`src/rtl/multicycle_ctrl_pkg.sv`:
```
`default_nettype none
// ============================================================================
// Module  : multicycle_ctrl_pkg
// Brief   : Opcode/func constants, state codes and control-field encodings
//           shared by the multi-cycle MIPS controller.
// Revision: 1.0 - initial release
// ============================================================================
package multicycle_ctrl_pkg;

  localparam logic [5:0] c_OP_RTYPE = 6'b000000;
  localparam logic [5:0] c_OP_J     = 6'b000010;
  localparam logic [5:0] c_OP_JAL   = 6'b000011;
  localparam logic [5:0] c_OP_BEQ   = 6'b000100;
  localparam logic [5:0] c_OP_ORI   = 6'b001101;
  localparam logic [5:0] c_OP_LUI   = 6'b001111;
  localparam logic [5:0] c_OP_LW    = 6'b100011;
  localparam logic [5:0] c_OP_SW    = 6'b101011;

  localparam logic [5:0] c_FN_NOP   = 6'b000000;
  localparam logic [5:0] c_FN_JR    = 6'b001000;
  localparam logic [5:0] c_FN_ADDU  = 6'b100001;
  localparam logic [5:0] c_FN_SUBU  = 6'b100011;

  typedef enum logic [2:0] {
    S_FETCH  = 3'd0,
    S_DECODE = 3'd1,
    S_EXEC   = 3'd2,
    S_MEM    = 3'd3,
    S_WB     = 3'd4
  } state_t;

  localparam logic [1:0] c_PCSRC_PC4  = 2'b00;
  localparam logic [1:0] c_PCSRC_BR   = 2'b01;
  localparam logic [1:0] c_PCSRC_JIDX = 2'b10;
  localparam logic [1:0] c_PCSRC_JR   = 2'b11;

  localparam logic [1:0] c_REGDST_RT  = 2'b00;
  localparam logic [1:0] c_REGDST_RD  = 2'b01;
  localparam logic [1:0] c_REGDST_RA  = 2'b10;

  localparam logic [2:0] c_ALU_ADD    = 3'b000;
  localparam logic [2:0] c_ALU_SUB    = 3'b001;
  localparam logic [2:0] c_ALU_OR     = 3'b010;
  localparam logic [2:0] c_ALU_LUI    = 3'b011;

  localparam logic [1:0] c_EXT_ZERO   = 2'b00;
  localparam logic [1:0] c_EXT_SIGN   = 2'b01;
  localparam logic [1:0] c_EXT_HIGH   = 2'b10;

  localparam logic [1:0] c_DATA_ALU   = 2'b00;
  localparam logic [1:0] c_DATA_DM    = 2'b01;
  localparam logic [1:0] c_DATA_PC4   = 2'b10;

  typedef struct packed {
    logic rtype_alu;
    logic ori;
    logic lui;
    logic lw;
    logic sw;
    logic beq;
    logic j;
    logic jal;
    logic jr;
    logic nop;
  } iclass_t;

  // Classes that need the ALU cycle; everything else finishes in DECODE.
  function automatic logic needs_exec(input iclass_t c);
    return c.rtype_alu | c.ori | c.lui | c.lw | c.sw | c.beq;
  endfunction

endpackage
`default_nettype wire

```
`src/rtl/multicycle_ctrl_instr_class.sv`:
```
`default_nettype none
// ============================================================================
// Module  : multicycle_ctrl_instr_class
// Brief   : Combinational op/func decode into a one-hot instruction class.
// Revision: 1.0 - initial release
// ============================================================================
module multicycle_ctrl_instr_class
  import multicycle_ctrl_pkg::*;
(
  input  logic [5:0] i_op,
  input  logic [5:0] i_func,
  output iclass_t    o_class
);

  always_comb begin
    o_class = '0;
    case (i_op)
      c_OP_RTYPE: begin
        case (i_func)
          c_FN_ADDU, c_FN_SUBU: o_class.rtype_alu = 1'b1;
          c_FN_JR:              o_class.jr        = 1'b1;
          default:              o_class.nop       = 1'b1;
        endcase
      end
      c_OP_ORI: o_class.ori = 1'b1;
      c_OP_LUI: o_class.lui = 1'b1;
      c_OP_LW:  o_class.lw  = 1'b1;
      c_OP_SW:  o_class.sw  = 1'b1;
      c_OP_BEQ: o_class.beq = 1'b1;
      c_OP_J:   o_class.j   = 1'b1;
      c_OP_JAL: o_class.jal = 1'b1;
      // Unsupported opcodes retire as a no-op.
      default:  o_class.nop = 1'b1;
    endcase
  end

endmodule
`default_nettype wire

```
`src/rtl/multicycle_ctrl.sv`:
```
`default_nettype none
// ============================================================================
// Module  : multicycle_ctrl
// Brief   : Multi-cycle MIPS control FSM (FETCH/DECODE/EXEC/MEM/WB).
//           Optional MEM wait/timeout handshake with MCTRL_MEM_WAIT_EN.
// Revision: 1.0 - initial release
// ============================================================================
module multicycle_ctrl
  import multicycle_ctrl_pkg::*;
#(
  parameter int WAIT_TIMEOUT = 16
) (
  input  logic       clk,
  input  logic       reset,
  input  logic [5:0] op,
  input  logic [5:0] func,
  input  logic       ZERO,
  input  logic       dmem_ready,
  output logic       PCWrite,
  output logic       IRWrite,
  output logic [1:0] PCSrc,
  output logic [1:0] RegDst,
  output logic       ALUSrc,
  output logic [2:0] ALUop,
  output logic [1:0] EXTop,
  output logic       RegWrite,
  output logic       MemWrite,
  output logic       MemRead,
  output logic [1:0] Data,
  output logic       retire,
  output logic       mem_err,
  output logic [2:0] state
);

  state_t  r_state;
  state_t  w_next;
  iclass_t w_cls;
  logic    w_mem_done;
  logic    w_mem_abort;

  multicycle_ctrl_instr_class u_class (
    .i_op    (op),
    .i_func  (func),
    .o_class (w_cls)
  );

`ifdef MCTRL_MEM_WAIT_EN
  localparam int c_CNT_W = (WAIT_TIMEOUT > 1) ? $clog2(WAIT_TIMEOUT + 1) : 1;

  logic [c_CNT_W-1:0] r_wait;

  // Counts unanswered MEM cycles; any cycle outside MEM clears it.
  always_ff @(posedge clk) begin
    if (!reset || (r_state != S_MEM)) begin
      r_wait <= '0;
    end else if (!dmem_ready && (WAIT_TIMEOUT > 0)) begin
      r_wait <= r_wait + 1'b1;
    end
  end

  assign w_mem_done = dmem_ready;

  generate
    if (WAIT_TIMEOUT > 0) begin : g_timeout
      assign w_mem_abort = !dmem_ready && (r_wait == c_CNT_W'(WAIT_TIMEOUT - 1));
    end else begin : g_no_timeout
      assign w_mem_abort = 1'b0;
    end
  endgenerate
`else
  logic w_unused_ok;

  assign w_mem_done  = 1'b1;
  assign w_mem_abort = 1'b0;
  assign w_unused_ok = dmem_ready ^ (WAIT_TIMEOUT == 0);
`endif

  always_comb begin
    w_next = S_FETCH;
    case (r_state)
      S_FETCH:  w_next = S_DECODE;
      S_DECODE: w_next = needs_exec(w_cls) ? S_EXEC : S_FETCH;
      S_EXEC: begin
        if (w_cls.lw || w_cls.sw)                     w_next = S_MEM;
        else if (w_cls.rtype_alu || w_cls.ori || w_cls.lui) w_next = S_WB;
        else                                          w_next = S_FETCH;
      end
      S_MEM: begin
        if (w_mem_abort)      w_next = S_FETCH;
        else if (!w_mem_done) w_next = S_MEM;
        else if (w_cls.lw)    w_next = S_WB;
        else                  w_next = S_FETCH;
      end
      S_WB:     w_next = S_FETCH;
      default:  w_next = S_FETCH;
    endcase
  end

  always_ff @(posedge clk) begin
    if (!reset) begin
      r_state <= S_FETCH;
    end else begin
      r_state <= w_next;
    end
  end

  // Everything is forced low while reset is held, including the debug state.
  always_comb begin
    PCWrite  = 1'b0;
    IRWrite  = 1'b0;
    PCSrc    = c_PCSRC_PC4;
    RegDst   = c_REGDST_RT;
    ALUSrc   = 1'b0;
    ALUop    = c_ALU_ADD;
    EXTop    = c_EXT_ZERO;
    RegWrite = 1'b0;
    MemWrite = 1'b0;
    MemRead  = 1'b0;
    Data     = c_DATA_ALU;
    retire   = 1'b0;
    mem_err  = 1'b0;
    state    = 3'd0;
    if (reset) begin
      state = r_state;
      case (r_state)
        S_FETCH: begin
          IRWrite = 1'b1;
          PCWrite = 1'b1;
          PCSrc   = c_PCSRC_PC4;
        end
        S_DECODE: begin
          if (w_cls.j || w_cls.jal) begin
            PCWrite = 1'b1;
            PCSrc   = c_PCSRC_JIDX;
            retire  = 1'b1;
            if (w_cls.jal) begin
              RegWrite = 1'b1;
              RegDst   = c_REGDST_RA;
              Data     = c_DATA_PC4;
            end
          end else if (w_cls.jr) begin
            PCWrite = 1'b1;
            PCSrc   = c_PCSRC_JR;
            retire  = 1'b1;
          end else if (w_cls.nop) begin
            retire  = 1'b1;
          end
        end
        S_EXEC: begin
          if (w_cls.rtype_alu) begin
            ALUop  = (func == c_FN_SUBU) ? c_ALU_SUB : c_ALU_ADD;
            ALUSrc = 1'b0;
          end else if (w_cls.ori) begin
            ALUop  = c_ALU_OR;
            EXTop  = c_EXT_ZERO;
            ALUSrc = 1'b1;
          end else if (w_cls.lui) begin
            ALUop  = c_ALU_LUI;
            EXTop  = c_EXT_HIGH;
            ALUSrc = 1'b1;
          end else if (w_cls.lw || w_cls.sw) begin
            ALUop  = c_ALU_ADD;
            EXTop  = c_EXT_SIGN;
            ALUSrc = 1'b1;
          end else if (w_cls.beq) begin
            ALUop   = c_ALU_SUB;
            PCSrc   = c_PCSRC_BR;
            PCWrite = ZERO;
            retire  = 1'b1;
          end
        end
        S_MEM: begin
          MemRead  = w_cls.lw;
          MemWrite = w_cls.sw;
          mem_err  = w_mem_abort;
          retire   = w_cls.sw && w_mem_done && !w_mem_abort;
        end
        S_WB: begin
          RegWrite = 1'b1;
          retire   = 1'b1;
          if (w_cls.rtype_alu) begin
            RegDst = c_REGDST_RD;
            Data   = c_DATA_ALU;
          end else if (w_cls.lw) begin
            RegDst = c_REGDST_RT;
            Data   = c_DATA_DM;
          end else begin
            RegDst = c_REGDST_RT;
            Data   = c_DATA_ALU;
          end
        end
        default: ;
      endcase
    end
  end

endmodule
`default_nettype wire
```
`config.mk`:
```
export PLATFORM = sky130hd
export DESIGN_NAME = multicycle_ctrl
export DESIGN_NICKNAME = d
export VERILOG_FILES = /design/src/rtl/multicycle_ctrl_pkg.sv /design/src/rtl/multicycle_ctrl_instr_class.sv /design/src/rtl/multicycle_ctrl.sv
export SDC_FILE = /design/constraint.sdc
export NUM_CORES = 1
export LEC_CHECK = 0
export ABC_CLOCK_PERIOD_IN_PS = 1800
export CORE_MARGIN = 3
export CORE_UTILIZATION = 32
export DETAILED_ROUTE_END_ITERATION = 8
export PLACE_DENSITY = 0.73
export RECOVER_POWER = 25
export SLEW_MARGIN = 25
export SYNTH_ARGS = -nofsm -noshare
export SYNTH_HDL_FRONTEND = slang
export SYNTH_SLANG_ARGS = --single-unit
```
`constraint.sdc`:
```
create_clock -name clk -period 1.8 [get_ports clk]
set_input_delay 0.36 -clock clk [delete_from_list [all_inputs] [get_ports clk]]
set_output_delay 0.36 -clock clk [all_outputs]
set_load 0.01 [all_outputs]
```
After elaboration in Yosys (flattened, before gate mapping)
Cells that the tools add are included.
{"block": "totals", "reg_bits": 3, "input_bits": 16, "wordCells": 115}
{"block": "op_classes", "n_eq_ne": 14, "n_mux": 86, "n_bitwise": 5, "n_reduce_logical": 9}
{"cell": "$mux 1", "count": 56}
{"cell": "$mux 2", "count": 18}
{"cell": "$eq 6x6->1 const B", "count": 4}
{"cell": "$eq 6x4->1 const B", "count": 3}
{"cell": "$eq 6x2->1 const B", "count": 2}
{"cell": "$mux 3", "count": 4}
{"cell": "$pmux 2 s2", "count": 3}
{"cell": "$pmux 3 s4", "count": 1}
{"cell": "$reduce_or 7->1", "count": 1}
{"cell": "$eq 3x2->1 const B", "count": 2}
{"cell": "$eq 6x3->1 const B", "count": 1}
{"cell": "$logic_not 6->1", "count": 1}
{"cell": "$or 1x1->1", "count": 5}
{"cell": "$logic_or 1x1->1", "count": 4}
{"cell": "$pmux 1 s2", "count": 2}
{"cell": "$pmux 1 s4", "count": 1}
{"cell": "$eq 3x1->1 const B", "count": 1}
{"cell": "$eq 3x3->1 const B", "count": 1}
{"cell": "$logic_not 3->1", "count": 1}
{"cell": "$pmux 1 s3", "count": 1}
{"cell": "$reduce_or 3->1", "count": 1}
{"cell": "$reduce_or 2->1", "count": 1}

Longest topological paths before layout
{"block": "depth", "depth_word": 11, "depth_mapped": 6}

Hierarchy
Synthesis repeated with hierarchy kept, for this count alone.
{"block": "unflattened", "cells_unflattened": 93, "hier_area_um2": 650.6}
{"mod": "multicycle_ctrl", "instances": 1, "cells_per_inst": 65, "area_per_inst_um2": 479.2, "seq_area_each_um2": 60.1}
{"mod": "multicycle_ctrl_instr_class", "instances": 1, "cells_per_inst": 28, "area_per_inst_um2": 171.4, "seq_area_each_um2": 0.0}

Least setup slack after synthesis
OpenSTA, ideal clock, no wires.
{"block": "synth_path", "path_type": "input to output", "from": "input op[2]", "to": "output PCWrite", "t_arrival_ns": 1.474, "path_slack_ns": -0.034, "path_stages": 5, "cell_sequence": "clkbuf_1 -> or4_4 -> nor3_4 -> o211a_1 -> a21o_1"}
{"block": "synth_between", "elab_chain_len": 9, "elab_cells_between_ends": 28, "cone_classes": "eq/ne: 7; mux: 18; reduce/logical: 3"}
{"item": "start: declaration", "line_no": "multicycle_ctrl.sv:15", "text": "input logic [5:0] op,"}
{"item": "$eq 6x3->1 / $eq 6x6->1 (equally long branches)", "line_no": "multicycle_ctrl_instr_class.sv:17", "text": "case (i_op)"}
{"item": "$mux 1", "line_no": "multicycle_ctrl_instr_class.sv:17"}
{"item": "$mux 1 / $logic_or 1x1->1 (equally long branches)", "line_no": "multicycle_ctrl.sv:165, multicycle_ctrl.sv:161"}
{"item": "$mux 1", "line_no": "multicycle_ctrl.sv:161", "text": "end else if (w_cls.lw || w_cls.sw) begin"}
{"item": "$mux 1", "line_no": "multicycle_ctrl.sv:157", "text": "end else if (w_cls.lui) begin"}
{"item": "$mux 1", "line_no": "multicycle_ctrl.sv:153", "text": "end else if (w_cls.ori) begin"}
{"item": "$mux 1", "line_no": "multicycle_ctrl.sv:150", "text": "if (w_cls.rtype_alu) begin"}
{"item": "$pmux 1 s3 *", "line_no": "multicycle_ctrl.sv:125", "text": "case (r_state)"}
{"item": "$mux 1 *", "line_no": "multicycle_ctrl.sv:123", "text": "if (reset) begin"}
{"item": "end: declaration", "line_no": "multicycle_ctrl.sv:19", "text": "output logic PCWrite,"}
Every way passes the cells marked *; elsewhere a longest branch is shown, timed or not.

Worst setup path in the final report
{"block": "layout_path", "from": "input op[5]", "to": "output retire"}
{"block": "layout_between", "elab_chain_len": 9, "elab_cells_between_ends": 31, "cone_classes": "eq/ne: 7; mux: 20; reduce/logical: 4"}
{"item": "parallel branches: the longest is 7 deep, another holds $reduce_or 7->1"}
{"item": "$pmux 1 s4 *", "line_no": "multicycle_ctrl.sv:125"}
{"item": "$mux 1 *", "line_no": "multicycle_ctrl.sv:123"}
{"item": "end: declaration", "line_no": "multicycle_ctrl.sv:30", "text": "output logic retire,"}
Every way passes the cells marked *.

==> results <==
## tightest hold or removal path, cell delays in order
cell and delay, ns:
clkdlybuf4s15_2 0.23, nand2b_4 0.11, buf_4 0.13, a21oi_1 0.04
## power by group through the flow
stage | registers [mW] | clock network, mW | logic (mW)
after global routing | 0.0709 | 0.137 | 0.195
after detailed placement | 0.0710 | 0 | 0.143
after floorplan | 0.0701 | 0 | 0.0541
final | 0.0709 | 0.122 | 0.187
after global placement | 0.0708 | 0 | 0.139
after CTS | 0.0701 | 0.121 | 0.156
## cell type report
class	count	area (um^2)
flip-flops and latches	3	62.6
clock buffers	4	26.3
fillers	81	179
well taps	24	30.0
repair buffers	83	683
inverters	2	7.51
multi-input cells	71	606
## cells in the final DEF (no fill, tap or decap), drive strengths merged, types with 2 or more instances in the layout
cell           netlist  routed
buf                  7      70
nor2                12      12
dlygate4sd2          0       7
nor3                 7       7
clkbuf               3       6
nor2b                4       4
and2                 3       3
nand4                3       3
nand4b               3       3
nor4                 3       3
nand3                3       3
or2                  3       3
a21oi                3       3
dfxtp                3       3
inv                  2       2
and3                 2       2
nand2                2       2
o211ai               2       2
a21o                 2       2
conb                 1       2
clkdlybuf4s50        0       2
## worst max-delay path by stage
stage	end	slack, ns	start
floorplan	RegDst[1]	-0.03	op[2]
global placement	retire	-0.89	op[5]
detailed placement	PCWrite	-0.95	op[4]
CTS	PCWrite	-0.31	op[5]
global route	retire	-0.40	op[5]
finish	retire	-0.35	op[5]
## repair_timing
item                       4_1_cts  5_1_grt
resized for setup              127       30
pin swaps                       18       12
setup buffers                   14        6
setup endpoints to repair       22       17
hold buffers                     0        0
## routing by layer
layer / GRT usage [%] / vias up / part of all wire [%]
li1: - / 465 / -
met1: 29.2 / 528 / 39
met2: 45.0 / 62 / 49
met3: 6.44 / 19 / 7.1
met4: 9.48 / 0 / 5.1
met5: 0 / - / 0
## kinds of logic (layout without fill, tap and decap cells)
| group | count (synthesis) | in the layout | share of synthesized area (%) |
|---|---|---|---|
| AOI/OAI and AO/OA | 15 | 15 | 18.7 |
| xor gates and xnor gates | 1 | 1 | 1.52 |
| buffers and inverters | 12 | 89 | 11.7 |
| and+or+nand+nor | 53 | 53 | 57.0 |
| DFF | 3 | 3 | 10.4 |
| other | 1 | 2 | 0.652 |
==> run metrics <==
Avg Cell Area, Syn slightly below 7 um^2; count of unique library cells instantiated by Yosys 40; fin util roughly 89%; Post-Place Cells 166; status finished with violations; design area 1420 um^2; CP Max Fanout 3; CP bufs+invs 3; final worst-path cycle share 120%; CTS Buf Count 3; final wirelength 3910 um; failing checks negative setup slack; antenna viol nets, final 0; number of global-route vias before repair slightly above 1,000; startpoint types input port; Leak just under 0.7 nW; Pwr Density 268 nW/um^2; critical path class in2out; DRT Pass-1 Iters 4; worst path arrival time approximately 1.8 ns; final net count 180; Syn. warnings 0; Final TNS setup -2.10 ns; Worst R2R Setup Slack 0.35 ns; die area ~2300 um^2; ant diodes 0; Most common cell on crit path o211ai_1; post-synthesis sequential area ratio 10.4%; Worst Reg-to-Reg Cells 6; CP required 1.44 ns; DP Worst Slack -0.948 ns; critical path endpoint category output port; gr usage total between 20% and 30%; Clk pwr share 32.1%; Power, Total 0.380 mW; Final Hold Vio Count 0; Initial DRC Count 32; routability congestion estimate 0.852; Max stage delay on crit path ~0.56 ns; core area 1590 um^2; DRC 0; CTS tree built; Hold Path Sink r_state[2]; Yosys top cell by area dfxtp_1; Final Worst Setup Slack -0.352 ns; Top reg by flops r_state; final hold slack 0.685 ns; H-tree depth 1; Reg-to-Reg End r_state[2]; Setup Skew 0.000424 ns; switching power total ~0.13 mW; dpl cell area 1130 um^2; Reg clk slew, reported paths around 0.040 ns; final worst path period need 2.15 ns; ys flop type dfxtp_1; dpl hpwl ~1900 um; Ports 38; Clock Path Buffers 2; area delta synth->final 146%; Site Rows 14; Top Registers r_state (3); max cap viols 0; CTS Root Cell clkbuf_4; RSZ-0062 raised after global routing yes; Overflow after GRT 0; Hold Crit Class in2reg; fin. max-slew vios 0; latest clock arrival within the worst-skew pair 0.24 ns; EDFF count, synth 0; Initial Util 36.1%; Vias/cell around 5.7; Setup violations, final 16; Net Sw Frac a little over a third; largest net degree at the start of global routing 9; combinational power share 49.2%; Vias ~1,100; Sinks on Clock Net 3; layout cells sized above 1 between 60% and 70%; post-synthesis cell count 85; critical path, cell by cell buf_6, or4_4, buf_4, nor4b_4, o211ai_1, o211ai_1, buf_2; Final Instance Count excl. Fillers 187; Worst VDD drop 0.510 mV; post-synth top area share between 10% and 20%; WL/cell 20.9 um; upper clock frequency limit 465 MHz; Largest register FFs 3; Synth Register Bits 3; Port Buffers 34; height of the die slightly below 50 um; initial antenna violation count 0; most common cell in the synthesized netlist nor2_1; worst hold path depth 4; first-pass GRT wire length 4780 um; Die X 48.4 um; Cell Area, Synth 576 um^2; Post-synth ARST share 0%; CP max-delay cell or4_4; hold wc startpoint reset; RR Startpoint r_state[0]; internal power around 0.25 mW; top cells by area, synth dfxtp_1 10%, nor2_1 7.8%, nor3_1 5.2%; CP top delay family simple AND/OR/NAND/NOR gates; top cells by count, synth 12 x nor2_1, 6 x nor3_1, 4 x nor2b_1; Reg power frac 18.7%; stages on the worst setup path 7
No activity file was read; power rests on OpenSTA's default activity.
